**config.mk**
```make
export PLATFORM = sky130hd
export DESIGN_NAME = bin_maxpool_2x2
export DESIGN_NICKNAME = d
export VERILOG_FILES = /design/src/rtl/bin_maxpool_2x2.sv
export SDC_FILE = /design/constraint.sdc
export NUM_CORES = 1
export LEC_CHECK = 0
export BUFFER_PORTS_ARGS = -buffer_cell sky130_fd_sc_hd__buf_2
export CAP_MARGIN = 20
export CORE_MARGIN = 2
export CORE_UTILIZATION = 53
export CTS_CLUSTER_SIZE = 14
export DETAILED_ROUTE_END_ITERATION = 6
export MAX_ROUTING_LAYER = met4
export PLACE_DENSITY_LB_ADDON = 0.05
export SLEW_MARGIN = 0
export SYNTH_ARGS = -nofsm -noshare
export SYNTH_HDL_FRONTEND = slang
export SYNTH_SLANG_ARGS = --single-unit
```
**constraint.sdc**
```tcl
create_clock -name clk -period 2.6 [get_ports clk]
set_input_delay 0.13 -clock clk [delete_from_list [all_inputs] [get_ports clk]]
set_output_delay 0.13 -clock clk [all_outputs]
set_load 0.005 [all_outputs]
```
**src/rtl/bin_maxpool_2x2.sv**
```systemverilog
`default_nettype none
// ============================================================================
// Module      : bin_maxpool_2x2
// Description : 2x2 stride-2 binary max pool (4-input OR) over a list of
//               binary feature maps read from SRAM. Each row is one word and
//               bit c is column c. Pooled rows are written to the output SRAM.
//               The list ends at the 16'h00FF sentinel header.
//               Optional build macro: BINPOOL_HEADER_EN. When it is defined,
//               a header word {P} is written before each matrix's pooled
//               rows, and the sentinel is written after the last matrix.
// Revision    : 1.0 - initial release
// ============================================================================
module bin_maxpool_2x2 #(
    parameter int                ADDR_W   = 12,
    parameter int                DATA_W   = 16,
    parameter logic [ADDR_W-1:0] OUT_BASE = '0
) (
    input  logic              clk,
    input  logic              reset_b,
    input  logic              dut_run,
    output logic              dut_busy,
    output logic [ADDR_W-1:0] dut_sram_read_address,
    input  logic [DATA_W-1:0] sram_dut_read_data,
    output logic [ADDR_W-1:0] dut_sram_write_address,
    output logic [DATA_W-1:0] dut_sram_write_data,
    output logic              dut_sram_write_enable
);

    localparam logic [2:0] S_IDLE = 3'd0;
    localparam logic [2:0] S_HDR  = 3'd1;
    localparam logic [2:0] S_RDA  = 3'd2;
    localparam logic [2:0] S_RDB  = 3'd3;
    localparam logic [2:0] S_DONE = 3'd4;

    localparam logic [DATA_W-1:0] SENTINEL = DATA_W'(16'h00FF);
    localparam logic [4:0]        MAX_DIM  = 5'(DATA_W);

    logic [2:0]        state_q,    state_d;
    logic              hdr_wait_q, hdr_wait_d;   // header address presented, data not back yet
    logic              prime_q,    prime_d;      // first RDA cycle of a matrix: pipeline fill
    logic [ADDR_W-1:0] hdr_addr_q, hdr_addr_d;
    logic [4:0]        dim_q,      dim_d;
    logic [3:0]        pairs_q,    pairs_d;      // row pairs still to pool, current one included
    logic [DATA_W-1:0] row_a_q,    row_a_d;
    logic [ADDR_W-1:0] rd_addr_q,  rd_addr_d;
    logic [ADDR_W-1:0] wr_addr_q,  wr_addr_d;
    logic [DATA_W-1:0] wr_data_q,  wr_data_d;
    logic              wr_en_q,    wr_en_d;
    logic              busy_q,     busy_d;

    logic              hdr_is_sentinel;
    logic [4:0]        hdr_dim;
    logic [3:0]        hdr_pool;
    logic [ADDR_W-1:0] hdr_next;
    logic [ADDR_W-1:0] mat_next;
    logic [DATA_W-1:0] col_mask;
    logic [DATA_W-1:0] row_a_m;
    logic [DATA_W-1:0] row_b_m;
    logic [DATA_W-1:0] pool_word;

    assign hdr_is_sentinel = (sram_dut_read_data == SENTINEL);
    assign hdr_dim         = (sram_dut_read_data[4:0] > MAX_DIM) ? MAX_DIM : sram_dut_read_data[4:0];
    assign hdr_pool        = hdr_dim[4:1];
    assign hdr_next        = hdr_addr_q + ADDR_W'(1) + ADDR_W'(hdr_dim);
    assign mat_next        = hdr_addr_q + ADDR_W'(1) + ADDR_W'(dim_q);

    assign row_a_m = row_a_q & col_mask;
    assign row_b_m = sram_dut_read_data & col_mask;

    generate
        for (genvar c = 0; c < DATA_W; c++) begin : g_mask
            assign col_mask[c] = (c < int'(dim_q));
        end
        for (genvar j = 0; j < DATA_W; j++) begin : g_pool
            if (j < DATA_W / 2) begin : g_live
                assign pool_word[j] = (j < int'(dim_q[4:1])) &
                                      (row_a_m[2*j] | row_a_m[2*j+1] |
                                       row_b_m[2*j] | row_b_m[2*j+1]);
            end else begin : g_zero
                assign pool_word[j] = 1'b0;
            end
        end
    endgenerate

    // State register
    always_ff @(posedge clk) begin
        if (!reset_b) begin
            state_q <= S_IDLE;
        end else begin
            state_q <= state_d;
        end
    end

    // Next-state decode
    always_comb begin
        state_d = state_q;
        case (state_q)
            S_IDLE: if (dut_run) state_d = S_HDR;
            S_HDR: begin
                if (!hdr_wait_q) begin
                    if (hdr_is_sentinel)     state_d = S_DONE;
                    else if (hdr_pool != 0)  state_d = S_RDA;
                end
            end
            S_RDA:  if (!prime_q) state_d = S_RDB;
            S_RDB:  state_d = (pairs_q == 4'd1) ? S_HDR : S_RDA;
            S_DONE: state_d = S_IDLE;
            default: state_d = S_IDLE;
        endcase
    end

    // Datapath and output register updates for each state
    always_comb begin
        hdr_wait_d = hdr_wait_q;
        prime_d    = prime_q;
        hdr_addr_d = hdr_addr_q;
        dim_d      = dim_q;
        pairs_d    = pairs_q;
        row_a_d    = row_a_q;
        rd_addr_d  = rd_addr_q;
        wr_addr_d  = wr_addr_q;
        wr_data_d  = wr_data_q;
        wr_en_d    = 1'b0;
        busy_d     = busy_q;
        if (wr_en_q) wr_addr_d = wr_addr_q + ADDR_W'(1);
        case (state_q)
            S_IDLE: begin
                rd_addr_d  = '0;
                hdr_addr_d = '0;
                if (dut_run) begin
                    busy_d     = 1'b1;
                    wr_addr_d  = OUT_BASE;
                    hdr_wait_d = 1'b1;
                end
            end
            S_HDR: begin
                if (hdr_wait_q) begin
                    hdr_wait_d = 1'b0;
                end else begin
`ifdef BINPOOL_HEADER_EN
                    wr_data_d = hdr_is_sentinel ? SENTINEL : DATA_W'(hdr_pool);
                    wr_en_d   = 1'b1;
`endif
                    if (!hdr_is_sentinel) begin
                        dim_d   = hdr_dim;
                        pairs_d = hdr_pool;
                        if (hdr_pool == 4'd0) begin
                            // Degenerate matrix: skip straight to the next header
                            hdr_addr_d = hdr_next;
                            rd_addr_d  = hdr_next;
                            hdr_wait_d = 1'b1;
                        end else begin
                            rd_addr_d = hdr_addr_q + ADDR_W'(1);
                            prime_d   = 1'b1;
                        end
                    end
                end
            end
            S_RDA: begin
                // Reads run back to back; a read past the last row is harmless
                rd_addr_d = rd_addr_q + ADDR_W'(1);
                if (prime_q) prime_d = 1'b0;
                else         row_a_d = sram_dut_read_data;
            end
            S_RDB: begin
                wr_data_d = pool_word;
                wr_en_d   = 1'b1;
                pairs_d   = pairs_q - 4'd1;
                if (pairs_q == 4'd1) begin
                    hdr_addr_d = mat_next;
                    rd_addr_d  = mat_next;
                    hdr_wait_d = 1'b1;
                end else begin
                    rd_addr_d = rd_addr_q + ADDR_W'(1);
                end
            end
            S_DONE: busy_d = 1'b0;
            default: ;
        endcase
    end

    // Datapath and output registers
    always_ff @(posedge clk) begin
        if (!reset_b) begin
            hdr_wait_q <= 1'b0;
            prime_q    <= 1'b0;
            hdr_addr_q <= '0;
            dim_q      <= '0;
            pairs_q    <= '0;
            row_a_q    <= '0;
            rd_addr_q  <= '0;
            wr_addr_q  <= OUT_BASE;
            wr_data_q  <= '0;
            wr_en_q    <= 1'b0;
            busy_q     <= 1'b0;
        end else begin
            hdr_wait_q <= hdr_wait_d;
            prime_q    <= prime_d;
            hdr_addr_q <= hdr_addr_d;
            dim_q      <= dim_d;
            pairs_q    <= pairs_d;
            row_a_q    <= row_a_d;
            rd_addr_q  <= rd_addr_d;
            wr_addr_q  <= wr_addr_d;
            wr_data_q  <= wr_data_d;
            wr_en_q    <= wr_en_d;
            busy_q     <= busy_d;
        end
    end

    assign dut_busy               = busy_q;
    assign dut_sram_read_address  = rd_addr_q;
    assign dut_sram_write_address = wr_addr_q;
    assign dut_sram_write_data    = wr_data_q;
    assign dut_sram_write_enable  = wr_en_q;

endmodule
`default_nettype wire
```
==> run metrics, run 1 <==
outcome=completed; top-count cell post-synth=dfxtp_1; Clock transition at path regs=0.09 ns; biggest area consumer among synthesized cells=dfxtp_1; Num CTS Buffers=9; antenna viol nets, final=0; io pins=61; CP Cell Sequence=ha_4, xor2_4, ha_1, a21o_1, a21o_1, a21oi_1, buf_4, nor4_2, xor2_1, a221oi_2, a21oi_1; Vias/cell=5.943; Synth area leaders=dfxtp_1, xnor2_1, nand2_1, nor2_1, ha_1; reg-to-reg startpoint=hdr_addr_q[0]; final setup violation count=0; vias in the first global route=4202; Hold Crit Class=input port to flip-flop; dpl cells=between 700 and 800; FMAX=between 300 and 400 MHz; R2R setup slack=0.03 ns; die area=approximately 0.01 sq mm; Clock Latency Late Sink=between 0.3 and 0.4 ns; Min Clock Period, post-route=2.573 ns; Cells after Synth=577; setup slack after layout=between 0.02 and 0.03 ns; chip width=98.84 microns; row count=34; critical path's slowest cell=dfxtp_4; Starting Density=54.66%; RD Place Congestion=0.9004; Pleak=2.335 nW; warnings from Yosys=0; Crit path required time=2.83 ns; largest net degree at the start of global routing=60; initial antenna violation count=1; register area share after synthesis=a little under a third; period utilization=98.95%; global route overflow=0; Async SR Flop Fraction=0%; pwr/cell area=roughly 630 mW/mm^2; CTS root buf=clkbuf_8; max-cap viol count=0; # port buffers=52; final hold slack=0.01919 ns; Pre-antenna DRT Iters=5; RR Endpoint=dut_sram_read_address[10]; post-detail-place hpwl=9.063 mm; Crit Path Class=flip-flop to flip-flop; TritonCTS Sinks=76; Clock Tree Buf Depth=2; Layout Nets=682; Synth-to-Final Area Change=20.68%; TNS Setup=0 ns; final hold vios=0; Die Height=98.84 microns; cell area after synthesis=0.004767 sq mm; CP Max Fanout=7; Hold Startpoint=sram_dut_read_data[15]; Slowest Stage Delay on Critical Path=between 0.3 and 0.4 ns; Routed WL=about 13 mm; relative slew slack=47.87%; crit start category=flip-flop; Power, Total=3.648 mW; first-pass GRT wire length=20.89 mm; most common library cells after synthesis=dfxtp_1, nand2_1, nor2_1; DR DRC count=0; Synth top area share=31.92%; hold endpoint=row_a_q[15]; CTS tree=done; H-tree lvl count=3; via count=4517; DP Worst Slack=-0.1391 ns; ratio of cells with drive above 1 in the final layout=approximately a quarter; VDD IR max=349.7 uV; Core Region=0.008721 sq mm; DR iter-0 viols=327; Distinct cells, synth=between 60 and 70; Max Slew Vio Count=0; hold path depth=3; FF+latch count, synth=76; CP Capture Type=flip-flop; drt wl/cell=between 15 and 20 microns; worst slew pin tran=approximately 0.78 ns; critical path arrival=roughly 2.8 ns; reg2reg path depth=11; Synth Area per Inst=8.262 sq um; Worst Skew=0.01351 ns; RSZ-0062 raised after global routing=true; Top FF cell, synth=dfxtp_1; total global-route track usage=27.24%; number of synthesized flops with an enable pin=0; non-filler instance count after layout=760
cell usage in the layout, fill, tap and decap left out, types with 7 or more instances in the layout:
| cell type | instances |
|---|---|
| and3_1 | 8 |
| xnor2_1 | 24 |
| xor2_1 | 19 |
| clkbuf_8 | 9 |
| dfxtp_1 | 73 |
| mux2i_1 | 7 |
| ha_1 | 11 |
| nand2_1 | 66 |
| a21boi_0 | 16 |
| a221oi_1 | 8 |
| nand3_1 | 14 |
| nor3_1 | 16 |
| o21ai_1 | 7 |
| conb_1 | 8 |
| nor4_1 | 12 |
| nand4_1 | 7 |
| buf_2 | 52 |
| nor2_1 | 52 |
| buf_4 | 34 |
| nor2b_1 | 22 |
| a21oi_1 | 22 |
| a21o_1 | 7 |
| nand2b_1 | 7 |
| o21ai_0 | 14 |
stage by stage:
step,instance area [sq um],util (%)
after CTS,5492,62.97
after global placement,5254,60.24
after global routing,5753,65.97
after detailed placement,5254,60.24
final,5753,65.97
after floorplan,4793,-
cell families after synthesis:
kind of cell | share of synthesized area, %
simple gates | 27.48
xor+xnor | 9.895
compound gates | 19.76
fa+ha+maj | 4.777
flops | 31.92
buf+inv | 4.619
mux | 1.470
other cells | 0.07866
worst max-delay path by stage:
stage | startpoint | end | slack [ns] | cells past startpoint
after floorplan | hdr_addr_q[0] | dut_sram_read_address[10] | 0.002 | 9
after global placement | hdr_addr_q[0] | dut_sram_read_address[8] | -0.003 | 10
after detailed placement | hdr_addr_q[0] | dut_sram_read_address[8] | -0.14 | 10
after CTS | hdr_addr_q[0] | dut_sram_read_address[10] | -0.01 | 11
after global routing | hdr_addr_q[0] | hdr_addr_q[10] | -0.09 | 11
final | hdr_addr_q[0] | dut_sram_read_address[10] | 0.03 | 11
where the power goes:
| group | switching [mW] | internal (mW) | total [mW] |
|---|---|---|---|
| clock | 0.483 | 0.452 | 0.935 |
| combinational | 0.741 | 0.569 | 1.31 |
| sequential | 0.137 | 1.27 | 1.40 |
critical path: cells and delay by family (launching register included):
kind                     cells  cell delay, ns
AO/OA/AOI/OAI                5            0.96
XOR/XNOR                     2            0.34
flip-flops                   1            0.37
adder cells (fa/ha/maj)      2            0.53
buffers and inverters        1            0.19
AND/OR/NAND/NOR              1            0.05
state kept, by name, indices dropped and copies added, names as in the netlist:
name,flops
dut_sram_write_address,12
pairs_q,4
dut_busy,1
hdr_wait_q,1
dim_q,5
dut_sram_read_address,12
prime_q,1
dut_sram_write_data,8
row_a_q,16
state_q,3
hdr_addr_q,12
dut_sram_write_enable,1
final cells by class:
cell class | instances | area (sq um)
clock inverter | 6 | 71.32
fill | 747 | 2968
antenna | 1 | 2.502
timing repair buffer | 89 | 548.0
multi-input combinational | 464 | 3318
clock buffer | 10 | 127.6
tap | 108 | 135.1
inverter | 6 | 22.52
sequential | 76 | 1528
metal layers:
| metal | track usage (%) | part of all wire (%) |
|---|---|---|
| met4 | 8.114 | 1.9 |
| met5 | - | 0 |
| met1 | 37.92 | 47 |
| met3 | 5.745 | 6.1 |
| met2 | 39.86 | 45 |
timing repair:
item                                   in CTS  in global routing
setup endpoints to repair                  12                 16
endpoints found under the hold margin       0                  1
gates resized for setup                     7                 41
pin swaps                                   1                  8
setup buffers                               0                  1
hold buffers                                0                  1
Power figures use the tool's default switching activity.
==> run 2, diff against run 1 <==
--- a/config.mk
+++ b/config.mk
@@ -5,10 +5,11 @@
 export SDC_FILE = /design/constraint.sdc
 export NUM_CORES = 1
 export LEC_CHECK = 0
+export ABC_AREA = 1
 export BUFFER_PORTS_ARGS = -buffer_cell sky130_fd_sc_hd__buf_2
 export CAP_MARGIN = 20
 export CORE_MARGIN = 2
-export CORE_UTILIZATION = 53
+export CORE_UTILIZATION = 63
 export CTS_CLUSTER_SIZE = 14
 export DETAILED_ROUTE_END_ITERATION = 6
 export MAX_ROUTING_LAYER = met4
@@ -17,3 +18,4 @@
 export SYNTH_ARGS = -nofsm -noshare
 export SYNTH_HDL_FRONTEND = slang
 export SYNTH_SLANG_ARGS = --single-unit
+export TNS_END_PERCENT = 5
==> constraint.sdc (replaced) <==
create_clock -name clk -period 3 [get_ports clk]
set_input_delay 0.15 -clock clk [delete_from_list [all_inputs] [get_ports clk]]
set_output_delay 0.15 -clock clk [all_outputs]
set_load 0.005 [all_outputs]
==> run 2 against run 1 <==
Die area is 14% lower. Clock skew is 0.0034 ns lower. Clock power is 20% lower. Non-clock buffer count is 28 lower. Combinational power is 44% higher. Clock-buffer cell count stayed put. Flip-flop and latch count stayed put. Cell count is 15% higher. Critical path type unchanged. Highest routed layer unchanged.
==> run metrics, run 2 <==
# port buffers=52 (unchanged); Starting Density=63.95% (+9.3 points); Crit path required time=3.24 ns (+0.41 ns); commonest cells after routing, fill and taps aside=nand2_1, dfxtp_1, nor2_1; first-pass GRT wire length=21.20 mm (+1.5%); xor-xnor portion of the synthesized cell area=4.321% (-5.6 points); global route overflow=0 (unchanged); period utilization=90.74% (-8.2 points); antenna viol nets, final=0 (unchanged); Vias/cell=5.787 (-2.6%); adder-cell area share of the yosys netlist=4.681% (-0.096 points); cell area after synthesis=0.004865 sq mm (+2.0%); TritonCTS Sinks=76 (unchanged); ratio of cells with drive above 1 in the final layout=16.34% (-7.2 points); H-tree lvl count=3 (unchanged); fill cell count=661 (-12%); most common library cells after synthesis=nand2_1, dfxtp_1, nor2_1; FMAX=367.3 MHz (-5.5%); Synth-to-Final Area Change=11.19%; max reg flops=16 (unchanged); CP Capture Type=flip-flop; Min Clock Period, post-route=2.722 ns (+0.1496 ns); Crit Path Class=flip-flop to flip-flop; pwr/cell area=757.8 mW/mm^2 (+19%); outcome=completed; final setup violation count=0 (unchanged); worst path buffer plus inverter count=1 (unchanged); Num CTS Buffers=9 (unchanged); TNS Setup=0 ns (unchanged); Power, Total=4.099 mW (+12%); Pre-antenna DRT Iters=5 (unchanged); top-count cell post-synth=nand2_1; largest family of logic cells by synthesized area=simple AND/OR/NAND/NOR gates; max-cap viol count=0 (unchanged); biggest area consumer among synthesized cells=dfxtp_1; chip width=91.88 microns (-7.0%); Crit path max-delay family=compound AO/OA/AOI/OAI gates; RD Place Congestion=0.9787 (+8.7%); CTS root buf=clkbuf_8; Synth area leaders=dfxtp_1, nand2_1, nand3_1, nor2_1, o21ai_0; worst slew pin tran=0.5335 ns (-0.2441 ns); warnings from Yosys=0 (unchanged); FF+latch count, synth=76 (unchanged); drt wl/cell=14.80 microns (-13%); critical path's slowest cell=dfxtp_1; portion of netlist area occupied by mux cells=0.2058% (-1.3 points); Synth Area per Inst=6.832 sq um (-17%); simple-gate share of the synthesized area=33.46% (+6.0 points); vias in the first global route=4684 (+11%); Cells after Synth=712 (+23%); initial antenna violation count=0 (-1); Core Region=0.007607 sq mm (-13%); Routed WL=12.92 mm (about the same); Hold Crit Class=input port to flip-flop; Clock Tree Buf Depth=2 (unchanged); Slowest Stage Delay on Critical Path=0.42 ns (+0.05 ns); Final Cell Area=0.005409 sq mm (-6.0%); crit start category=flip-flop; Ant. Diodes=0 (-1); Max Slew Vio Count=0 (unchanged); Layout Nets=802 (+18%); critical path arrival=2.97 ns (+0.17 ns); register area share after synthesis=31.28% (-0.64 points); Worst Skew=0.01006 ns (-0.003447 ns); number of synthesized flops with an enable pin=0 (unchanged); Distinct cells, synth=48 (-27%); Die Height=91.88 microns (-7.0%); Post CTS Setup Buffer Count=0 (unchanged); DR iter-0 viols=305 (-6.7%); Clock transition at path regs=0.09 ns (about the same); hold buffers post-CTS=0 (unchanged); relative slew slack=64.30% (+16 points); io pins=61 (unchanged); Synth top area share=31.28% (-0.64 points); Clock Latency Late Sink=0.36 ns (about the same); die area=0.008441 sq mm (-14%); Pleak=2.351 nW (+0.70%); total global-route track usage=32.03% (+4.8 points); placed inst area=0.005211 sq mm (-0.81%); row count=32 (-5.9%); CP Cell Sequence=ha_1, nand2_2, nor2_4, xor2_2, ha_1, a21oi_1, nand2_1, a21oi_2, xor2_1, inv_1, nand2_1, nand3_1, o21ai_0, a21oi_1; Biggest register=row_a_q; Async SR Flop Fraction=0% (unchanged); via count=5052 (+12%); final core occ=71.10% (+5.1 points); largest net degree at the start of global routing=42 (-30%); CTS tree=done; Synth Area in Compound Gates=16.82% (-2.9 points); CP Max Fanout=6 (-1); Top FF cell, synth=dfxtp_1; final hold vios=0 (unchanged); VDD IR max=540.1 uV (+54%); DR DRC count=0 (unchanged); post-detail-place hpwl=9.709 mm (+7.1%); most common cell after layout, fill and taps aside=nand2_1
run 2: path summary, 6_finish.rpt:
kind | slack, ns | endpoint | depth (start not counted) | startpoint
max | 0.28 | dut_sram_read_address[5] | 14 | hdr_addr_q[1]
min | 0.04 | row_a_q[11] | 3 | sram_dut_read_data[11]
max reg2reg | 0.28 | dut_sram_read_address[5] | 14 | hdr_addr_q[1]
min reg2reg | 0.47 | dut_busy | 2 | dut_busy
run 2: metal layers:
| layer | track usage, % | part of all wire, % | vias to the layer above |
|---|---|---|---|
| met5 | - | 0 | - |
| met3 | 5.177 | 6.3 | 44 |
| li1 | - | - | 2488 |
| met1 | 38.65 | 43 | 2308 |
| met4 | 15.17 | 3.3 | 0 |
| met2 | 52.51 | 48 | 212 |
run 2: cell families (layout without fill, tap and decap cells):
family          Yosys count  after routing
compound gates          139            139
xor+xnor                 24             24
fa+ha+maj                17             17
buf+inv                 106            158
flops                    76             76
mux                       1              1
other cells               1              8
simple gates            348            348
run 2: worst register-to-register path, stage by stage, from the launching register on:
cell and delay, ns:
dfxtp_1 0.42, ha_1 0.26, nand2_2 0.11, nor2_4 0.18, xor2_2 0.21, ha_1 0.31, a21oi_1 0.20, nand2_1 0.09
a21oi_2 0.20, xor2_1 0.22, inv_1 0.06, nand2_1 0.06, nand3_1 0.06, o21ai_0 0.14, a21oi_1 0.08
run 2: through the flow:
step                hold slack (ns)  setup slack [ns]  instances
floorplan                    0.2849            0.4414        719
global placement             0.4013            0.2993        857
detailed placement           0.4162            0.1641        857
CTS                         0.03814            0.1530        873
global route                0.04157         -0.002821        873
finish                      0.04022            0.2777        873
run 2: layout make-up:
| class | instances | area (sq um) | share of cell area [%] |
|---|---|---|---|
| tap | 102 | 127.6 | 2.359 |
| sequential | 76 | 1521 | 28.13 |
| inverter | 81 | 310.3 | 5.737 |
| multi-input combinational | 537 | 2938 | 54.31 |
| timing repair buffer | 61 | 327.8 | 6.061 |
| clock buffer | 10 | 137.6 | 2.545 |
| clock inverter | 6 | 46.29 | 0.8559 |
run 2: report_power, final:
part           leakage [nW]  switching [mW]  internal (mW)
logic                  1.64            1.24          0.643
registers             0.620           0.228           1.24
clock network        0.0893           0.420          0.329
run 2: repair_timing:
action | in CTS | in global routing
endpoints found under the setup margin | 0 | 8
endpoints found under the hold margin | 0 | 0
gates resized for setup | 0 | 3
==> run 3, diff against run 2 <==
--- a/config.mk
+++ b/config.mk
@@ -9,7 +9,7 @@
 export BUFFER_PORTS_ARGS = -buffer_cell sky130_fd_sc_hd__buf_2
 export CAP_MARGIN = 20
 export CORE_MARGIN = 2
-export CORE_UTILIZATION = 63
+export CORE_UTILIZATION = 59
 export CTS_CLUSTER_SIZE = 14
 export DETAILED_ROUTE_END_ITERATION = 6
 export MAX_ROUTING_LAYER = met4
==> constraint.sdc (replaced) <==
create_clock -name clk -period 2.9 [get_ports clk]
set_input_delay 0.145 -clock clk [delete_from_list [all_inputs] [get_ports clk]]
set_output_delay 0.145 -clock clk [all_outputs]
set_load 0.005 [all_outputs]
==> run 3 against run 2 <==
Clock power grew 15%. Clock skew grew 0.0080 ns. Critical path depth grew 2. Clock-buffer cell count did not move. Critical endpoint unchanged.
==> run metrics, run 3 (synthesized netlist as in run 2, its figures left out) <==
Num CTS Buffers=9 (unchanged); TritonCTS Sinks=76 (unchanged); Ant. Diodes=0 (unchanged); Biggest register=row_a_q; fill cell count=745 (+13%); Max Slew Vio Count=0 (unchanged); Crit path required time=3.13 ns (-0.11 ns); FMAX=384.1 MHz (+4.6%); period utilization=89.77% (-0.97 points); Starting Density=60.11% (-3.8 points); initial antenna violation count=0 (unchanged); Hold Startpoint=sram_dut_read_data[10]; CP Launch Point=hdr_addr_q[1]; post-detail-place hpwl=9.706 mm (about the same); Layout Nets=804 (+0.25%); CTS root buf=clkbuf_8; reg-to-reg startpoint=hdr_addr_q[1]; M1 wire length=5.524 mm (about the same); io pins=61 (unchanged); CTS tree=done; Routed WL=12.89 mm (-0.19%); drt wl/cell=14.68 microns (-0.76%); Power, Total=4.339 mW (+5.9%); antenna viol nets, final=0 (unchanged); Clock Tree Buf Depth=2 (unchanged); max-cap viol count=0 (unchanged); commonest cells after routing, fill and taps aside=nand2_1, dfxtp_1, nor2_1; VDD IR max=487.8 uV (-9.7%); CP Capture Type=flip-flop; RSZ-0062 raised after global routing=false; most common cell after layout, fill and taps aside=nand2_1; max reg flops=16 (unchanged); CP Max Fanout=4 (-2); Hold Crit Class=input port to flip-flop; Clock transition at path regs=0.09 ns (about the same); Min Clock Period, post-route=2.603 ns (-0.1189 ns); row count=33 (+3.1%); Vias/cell=5.663 (-2.1%); Crit Path Class=flip-flop to flip-flop; global route overflow=0 (unchanged); pwr/cell area=795.5 mW/mm^2 (+5.0%); largest net degree at the start of global routing=42 (unchanged); DR DRC count=0 (unchanged); DR iter-0 viols=267 (-12%); Die Height=94.81 microns (+3.2%); ratio of cells with drive above 1 in the final layout=16.69% (+0.35 points); Worst Skew=0.01805 ns (+0.007982 ns); vias in the first global route=4597 (-1.9%); chip width=94.81 microns (+3.2%); # port buffers=52 (unchanged); total global-route track usage=30.71% (-1.3 points); Clock Latency Late Sink=0.36 ns (about the same); critical path arrival=2.83 ns (-0.14 ns); die area=0.008988 sq mm (+6.5%); via count=4972 (-1.6%); Max Used Layer=met4; Pleak=2.373 nW (+0.93%); RD Place Congestion=1.008 (+3.0%); H-tree lvl count=3 (unchanged); first-pass GRT wire length=21.12 mm (-0.39%); DP Worst Slack=0.02204 ns (-0.1420 ns); metal2 WL=6.249 mm (+1.4%); crit start category=flip-flop; TNS Setup=0 ns (unchanged); Multi-input gate area=0.002938 sq mm (unchanged); Core Region=0.008093 sq mm (+6.4%); Pre-antenna DRT Iters=4 (-1); met3 wire length=668 microns (-17%); Synth-to-Final Area Change=12.11%; final setup violation count=0 (unchanged); outcome=completed; final hold vios=0 (unchanged); setup slack after layout=0.2966 ns (+0.01890 ns); Storage cell area=0.001523 sq mm (about the same)
run 3: final timing paths:
kind | end | slack [ns] | cells after the start
min | row_a_q[10] | 0.05 | 3
max | dut_sram_read_address[5] | 0.30 | 16
max reg2reg | dut_sram_read_address[5] | 0.30 | 16
min reg2reg | hdr_wait_q | 0.47 | 2
run 3: where the power goes:
part           internal [mW]  switching [mW]  leakage, nW
logic                  0.671            1.29         1.65
registers               1.28           0.237        0.620
clock network          0.430           0.432        0.105
run 3: layout make-up:
class                   count  share of cell area, %
repair buffers             63                  6.286
clock inverters             6                  1.308
clock buffers              10                  2.524
multi-input cells         537                  53.87
well taps                 105                  2.409
inverters                  81                  5.689
flip-flops and latches     76                  27.92
run 3: critical path, cell delays in order (launching register included):
cell and delay (ns):
dfxtp_2 0.39, ha_2 0.24, nand2_2 0.11, nor2_4 0.17
xor2_2 0.20, ha_1 0.31, nand2_1 0.10, inv_1 0.05
nand2_1 0.06, nand2_1 0.06, a21oi_2 0.19, xor2_1 0.22
inv_1 0.06, nand2_1 0.06, nand3_1 0.06, o21ai_0 0.14
a21oi_1 0.08
run 3: per-stage QoR:
step / utilization [%] / hold slack (ns) / cells / area [sq um]
after global placement: 64.53 / 0.4022 / 861 / 5223
after global routing: 67.39 / 0.06563 / 878 / 5454
final: 67.39 / 0.04822 / 878 / 5454
after CTS: 67.16 / 0.03520 / 877 / 5435
after detailed placement: 64.53 / 0.4129 / 861 / 5223
after floorplan: - / 0.2799 / 719 / 4891
run 3: repair_timing:
action	CTS	global route
hold buffers	0	0
endpoints found under the setup margin	1	8
setup buffers	0	1
pin swaps	0	1
resized for setup	1	3
run 3: per-layer routing:
| metal | vias up | track usage (%) |
|---|---|---|
| met4 | 0 | 14.01 |
| met5 | - | - |
| met3 | 39 | 4.549 |
| li1 | 2491 | - |
| met2 | 168 | 51.77 |
| met1 | 2274 | 36.16 |
